==> config.mk <==
export PLATFORM = sky130hd
export DESIGN_NAME = gate_bist_flat
export DESIGN_NICKNAME = d
export VERILOG_FILES = /design/src/rtl/gate_bist_if.sv /design/src/rtl/gate_bist.sv /design/src/flat_wrapper.sv
export SDC_FILE = /design/constraint.sdc
export NUM_CORES = 1
export LEC_CHECK = 0
export ABC_AREA = 1
export ABC_CLOCK_PERIOD_IN_PS = 1800
export CORE_MARGIN = 4
export CORE_UTILIZATION = 50
export CTS_CLUSTER_DIAMETER = 120
export DETAILED_ROUTE_END_ITERATION = 6
export PLACE_DENSITY = 0.76
export SYNTH_ARGS = -nofsm -noshare
export SYNTH_HDL_FRONTEND = slang
export SYNTH_SLANG_ARGS = --single-unit
==> constraint.sdc <==
create_clock -name clk -period 1.8 [get_ports clk]
set_input_delay 0.18 -clock clk [delete_from_list [all_inputs] [get_ports clk]]
set_output_delay 0.18 -clock clk [all_outputs]
set_load 0.05 [all_outputs]
==> src/rtl/gate_bist_if.sv <==
// Connection bundle between gate_bist and its surroundings: gate-block drive/observe
// lines plus run control and status. GATE_BIST_INJECT_EN adds the inject_err line.
interface gate_bist_if #(
  parameter int unsigned ERR_W = 8
);
  logic             start;
  logic             busy;
  logic             done;
  logic             pass;
  logic             drive_a;
  logic             drive_b;
  logic [6:0]       obs;
  logic [6:0]       fail_vec;
  logic [ERR_W-1:0] err_count;
`ifdef GATE_BIST_INJECT_EN
  logic             inject_err;

  modport master (
    input  start, obs, inject_err,
    output busy, done, pass, drive_a, drive_b, fail_vec, err_count
  );
  modport slave (
    output start, obs, inject_err,
    input  busy, done, pass, drive_a, drive_b, fail_vec, err_count
  );
`else
  modport master (
    input  start, obs,
    output busy, done, pass, drive_a, drive_b, fail_vec, err_count
  );
  modport slave (
    output start, obs,
    input  busy, done, pass, drive_a, drive_b, fail_vec, err_count
  );
`endif
endinterface

==> src/rtl/gate_bist.sv <==
// BIST sequencer for the basic gate block: sweeps a/b through all four vectors and checks
// the seven gate outputs. Optional macro GATE_BIST_INJECT_EN adds a checker self-test input.
module gate_bist #(
  parameter int unsigned SETTLE_CYCLES = 1,
  parameter int unsigned PASSES        = 1,
  parameter int unsigned ERR_W         = 8
) (
  input  logic        clk,
  input  logic        rst_n,
  gate_bist_if.master bus
);

  typedef enum logic [1:0] {StIdle, StSettle, StSample, StDone} state_e;

  localparam logic [7:0] SettleLast = 8'(SETTLE_CYCLES - 1);
  localparam logic [7:0] PassLast   = 8'(PASSES - 1);

  state_e           state_q, state_d;
  logic [1:0]       idx_q, idx_d;
  logic [7:0]       pass_cnt_q, pass_cnt_d;
  logic [7:0]       settle_q, settle_d;
  logic [ERR_W-1:0] err_q, err_d;
  logic [6:0]       fv_q, fv_d;

  logic       a, b;
  logic [6:0] expected;
  logic [6:0] mism;

  // The index register doubles as the registered drive for the gate block.
  assign a = idx_q[1];
  assign b = idx_q[0];

  always_comb begin
    expected = {~(a ^ b), a ^ b, ~(a | b), ~(a & b), a | b, a & b, ~a};
`ifdef GATE_BIST_INJECT_EN
    expected[0] = expected[0] ^ bus.inject_err;
`endif
    mism = bus.obs ^ expected;
  end

  always_comb begin
    state_d    = state_q;
    idx_d      = idx_q;
    pass_cnt_d = pass_cnt_q;
    settle_d   = settle_q;
    err_d      = err_q;
    fv_d       = fv_q;
    case (state_q)
      StIdle, StDone: begin
        if (bus.start) begin
          state_d    = StSettle;
          idx_d      = 2'd0;
          pass_cnt_d = 8'd0;
          settle_d   = 8'd0;
          err_d      = '0;
          fv_d       = '0;
        end
      end
      StSettle: begin
        if (settle_q == SettleLast) begin
          state_d = StSample;
        end else begin
          settle_d = settle_q + 8'd1;
        end
      end
      StSample: begin
        fv_d = fv_q | mism;
        if (mism != 7'd0 && err_q != '1) begin
          err_d = err_q + ERR_W'(1);
        end
        if (idx_q == 2'd3 && pass_cnt_q == PassLast) begin
          state_d = StDone;
        end else begin
          idx_d    = idx_q + 2'd1;
          settle_d = 8'd0;
          state_d  = StSettle;
          if (idx_q == 2'd3) begin
            pass_cnt_d = pass_cnt_q + 8'd1;
          end
        end
      end
      default: state_d = StIdle;
    endcase
  end

  always_ff @(posedge clk or negedge rst_n) begin
    if (!rst_n) begin
      state_q    <= StIdle;
      idx_q      <= 2'd0;
      pass_cnt_q <= 8'd0;
      settle_q   <= 8'd0;
      err_q      <= '0;
      fv_q       <= '0;
    end else begin
      state_q    <= state_d;
      idx_q      <= idx_d;
      pass_cnt_q <= pass_cnt_d;
      settle_q   <= settle_d;
      err_q      <= err_d;
      fv_q       <= fv_d;
    end
  end

  assign bus.drive_a   = a;
  assign bus.drive_b   = b;
  assign bus.busy      = (state_q == StSettle) || (state_q == StSample);
  assign bus.done      = (state_q == StDone);
  assign bus.pass      = (state_q == StDone) && (err_q == '0) && (fv_q == 7'd0);
  assign bus.err_count = err_q;
  assign bus.fail_vec  = fv_q;

endmodule
==> src/flat_wrapper.sv <==
// flat-port wrapper written by rule: the top's interface ports become plain ports
module gate_bist_flat 
#(
  parameter int unsigned SETTLE_CYCLES = 1,
  parameter int unsigned PASSES        = 1,
  parameter int unsigned ERR_W         = 8
)
  (clk, rst_n, bus_start, bus_obs, bus_busy, bus_done, bus_pass, bus_drive_a, bus_drive_b, bus_fail_vec, bus_err_count);
  gate_bist_if #(.ERR_W(ERR_W)) bus_i ();
  input  logic clk;
  input  logic rst_n;
  input wire logic [$bits(bus_i.start)-1:0] bus_start;
  input wire logic [$bits(bus_i.obs)-1:0] bus_obs;
  output wire logic [$bits(bus_i.busy)-1:0] bus_busy;
  output wire logic [$bits(bus_i.done)-1:0] bus_done;
  output wire logic [$bits(bus_i.pass)-1:0] bus_pass;
  output wire logic [$bits(bus_i.drive_a)-1:0] bus_drive_a;
  output wire logic [$bits(bus_i.drive_b)-1:0] bus_drive_b;
  output wire logic [$bits(bus_i.fail_vec)-1:0] bus_fail_vec;
  output wire logic [$bits(bus_i.err_count)-1:0] bus_err_count;
  assign bus_i.start = bus_start;
  assign bus_i.obs = bus_obs;
  assign bus_busy = bus_i.busy;
  assign bus_done = bus_i.done;
  assign bus_pass = bus_i.pass;
  assign bus_drive_a = bus_i.drive_a;
  assign bus_drive_b = bus_i.drive_b;
  assign bus_fail_vec = bus_i.fail_vec;
  assign bus_err_count = bus_i.err_count;
  gate_bist #(.SETTLE_CYCLES(SETTLE_CYCLES), .PASSES(PASSES), .ERR_W(ERR_W)) u_core (.clk(clk), .rst_n(rst_n), .bus(bus_i));
endmodule
==> results.sh, run 1 <==
export IMPL_status="finished, final reports clean"
export IMPL_drt_iter0_markers=59
export IMPL_cp_num_buf_inv=1
export IMPL_viasPerCell=4.94
export IMPL_syn_inst=302
export IMPL_drcViolationCount=0
export IMPL_hold_path_class="in -> async"
export IMPL_cts_tree="done"
export IMPL_clock_root_buffer="clkbuf_8"
export IMPL_fp_dieArea_um2=5610
export IMPL_ir_drop_mv=0.580
export IMPL_overflow=0
export IMPL_seq_area_frac_synth_pct=39.1
export IMPL_synth_seq_cells=35
export IMPL_clk_pin_slew_ns=0.08
export IMPL_slowest_delay_ns=0.83
export IMPL_relSlewSlack_pct=66.4
export IMPL_grt_max_degree=36
export IMPL_finalNetCount=365
export IMPL_synth_compound_area_share_pct=5.98
export IMPL_timing_hold_ws_ns=0.305
export IMPL_cts_hold_buffers=0
export IMPL_ys_warn_count=0
export IMPL_clk_latency_ns=0.29
export IMPL_path_max_fanout=5
export IMPL_syn2layout_area_growth_pct=25.7
export IMPL_num_io_pins=30
export IMPL_syn_nets=324
export IMPL_netlist_area_um2=2240
export IMPL_avgSynthCellArea_um2=7.41
export IMPL_postRouteAntennaNets=0
export IMPL_drive_gt1_share_pct=14.2
export IMPL_tightestPinTransition_ns=0.503
export IMPL_start_util_pct=51.4
export IMPL_setup_viol=0
export IMPL_synthSimpleGateAreaFrac_pct=35.0
export IMPL_cp_arrival_ns=1.55
export IMPL_path_cells="clkdlybuf4s50_1"
export IMPL_first_pass_iters=4
export IMPL_setup_slack_ns=0.0717
export IMPL_crit_type="reg -> out"
export IMPL_cp_start_kind="flip-flop"
export IMPL_totalWireLength_mm=4.73
export IMPL_synth_xor_area_share_pct=4.70
export IMPL_cp_top_family="buffers and inverters"
export IMPL_antenna_found_initial=0
export IMPL_fin_util_pct=64.6
export IMPL_dp_hpwl_mm=3.51
export IMPL_cts_max_level=2
export IMPL_cts_buffers=5
export IMPL_core_area_um2=4350
export IMPL_pwr_density_cell_nw_per_um2=1440
export IMPL_nFillCells=383
export IMPL_cap_violations=0
export IMPL_synthAdderAreaFrac_pct=6.71
export IMPL_grt_pass1_wl_mm=8.28
export IMPL_crit_required_ns=1.62
export IMPL_rsz0062_at_grt="no"
export IMPL_endpoint_kind="output port"
export IMPL_synth_mux_area_share_pct=0
export IMPL_clock_sinks=35
export IMPL_tns_ns=0
export IMPL_fp_dieW_um=74.9
export IMPL_fmax_ghz=0.579
export IMPL_grtUsageTotal_pct=19.2
export IMPL_cts_max_path_buffers=2
export IMPL_final_area_um2=2810
export IMPL_skew_ns=0.00867
export IMPL_portBuffers=29
export IMPL_wl_per_cell_um=11.9
export IMPL_fp_dieH_um=74.9
export IMPL_period_share_pct=96.0
export IMPL_min_period_ns=1.73
export IMPL_rows=24
export IMPL_placed_area_um2=2660
export IMPL_critPathSlowestCell="clkdlybuf4s50_1"
export IMPL_maxSlewViolCount=0
export IMPL_hold_viol=0
export IMPL_synth_distinct_cells=28
export IMPL_grt_pass1_vias=1912
export IMPL_dpl_worst_slack_ns=0.0993
export IMPL_num_antenna_cells=0
export IMPL_synth_top_family_by_area="simple AND/OR/NAND/NOR gates"
export IMPL_vias=1958
export IMPL_p_leak_nw=1.40
export IMPL_place_gp_congestion=0.827
==> layer usage <==
| metal | wire [um] | global-route usage (%) |
|---|---|---|
| met5 | 0 | 0 |
| met3 | 244 | 5.34 |
| met4 | 88 | 6.13 |
| met1 | 2120 | 23.1 |
| met2 | 2270 | 33.3 |
==> power breakdown <==
part / internal, mW / switching (mW)
combinational: 0.834 / 1.54
clock: 0.348 / 0.293
sequential: 0.931 / 0.101
total: 2.11 / 1.93
==> kinds of logic after synthesis <==
| kind of cell | Yosys count |
|---|---|
| fa+ha+maj | 12 |
| simple gates | 173 |
| flops | 35 |
| buf+inv | 47 |
| xor+xnor | 12 |
| compound gates | 23 |
==> worst paths after layout <==
path | from | to | slack [ns] | cells after the start
hold reg to reg | u_core.bus.fail_vec[5] | u_core.bus.fail_vec[5] | 0.54 | 2
setup reg to reg | u_core.state_q[0] | u_core.pass_cnt_q[7] | 0.14 | 10
setup / recovery | u_core.bus.err_count[6] | bus_err_count[6] | 0.07 | 1
min in group clk | u_core.bus.fail_vec[5] | u_core.bus.fail_vec[5] | 0.54 | 2
max in group asynchronous | rst_n | u_core.bus.err_count[0] | 1.14 | 2
hold / removal | rst_n | u_core.bus.fail_vec[4] | 0.30 | 2
==> per-stage QoR <==
| stage | cells | total power [mW] |
|---|---|---|
| floorplan | 302 | 2.63 |
| global placement | 385 | 3.27 |
| detailed placement | 385 | 3.31 |
| CTS | 393 | 3.98 |
| global route | 396 | 4.35 |
| finish | 396 | 4.04 |
==> state kept, by name, indices dropped and copies added, names as in the netlist <==
name	flops
u_core.idx_q	2
u_core.pass_cnt_q	8
u_core.bus.err_count	8
u_core.state_q	2
u_core.bus.fail_vec	7
u_core.settle_q	8
==> layout make-up <==
| class | instances | area [um2] | share of cell area, % |
|---|---|---|---|
| tap | 52 | 65.1 | 2.31 |
| clock buffer | 7 | 96.3 | 3.43 |
| sequential | 35 | 881 | 31.3 |
| clock inverter | 1 | 7.51 | 0.267 |
| multi-input combinational | 220 | 1220 | 43.4 |
| inverter | 44 | 173 | 6.14 |
| timing repair buffer | 37 | 370 | 13.2 |
==> synth_stat cells <==
library cell / count / area (um2)
o21ai_2: 2 / 17.5
dfrtp_1: 35 / 876
nand3b_1: 1 / 7.51
o21ai_0: 12 / 60.1
nand3_1: 33 / 165
nand2_2: 2 / 12.5
nand2_4: 2 / 22.5
o21ai_1: 1 / 5.00
clkbuf_1: 1 / 3.75
nand4_1: 7 / 43.8
inv_2: 2 / 7.51
nor4_1: 1 / 6.26
xor2_1: 8 / 70.1
nor3_1: 3 / 15.0
buf_1: 1 / 3.75
or2_2: 3 / 18.8
a21oi_4: 1 / 16.3
nand3_4: 1 / 17.5
inv_4: 2 / 12.5
nor3b_1: 2 / 15.0
a21oi_1: 7 / 35.0
nor2_1: 28 / 105
ha_1: 12 / 150
nand2_1: 89 / 334
inv_1: 40 / 150
xnor2_1: 4 / 35.0
nor2_8: 1 / 20.0
buf_6: 1 / 11.3
==> timing repair <==
item	4_1_cts	5_1_grt
endpoints found under the setup margin	0	11
setup buffers	0	3
endpoints found under the hold margin	0	0
resized for setup	0	8
==> cell usage in the layout (no fill, tap or decap), drive strengths merged <==
master	instances
xor2	8
dfrtp	35
o21ai	15
xnor2	4
nand3b	1
dlymetal6s2s	2
clkinvlp	1
nor2	29
nand2	93
inv	44
nor3b	2
buf	12
ha	12
nor3	3
or2	3
clkdlybuf4s50	23
clkbuf	7
a21oi	8
nand3	34
nor4	1
nand4	7
Power figures use the tool's default switching activity.
==> run 2, diff against run 1 <==
--- a/config.mk
+++ b/config.mk
@@ -7,11 +7,13 @@
 export LEC_CHECK = 0
 export ABC_AREA = 1
 export ABC_CLOCK_PERIOD_IN_PS = 1800
+export CAP_MARGIN = 20
 export CORE_MARGIN = 4
 export CORE_UTILIZATION = 50
 export CTS_CLUSTER_DIAMETER = 120
 export DETAILED_ROUTE_END_ITERATION = 6
 export PLACE_DENSITY = 0.76
+export SKIP_LAST_GASP = 1
 export SYNTH_ARGS = -nofsm -noshare
 export SYNTH_HDL_FRONTEND = slang
 export SYNTH_SLANG_ARGS = --single-unit
==> results of run 2 <==
Same layout as run 1: the final DEF is identical, and so are final timing and power.
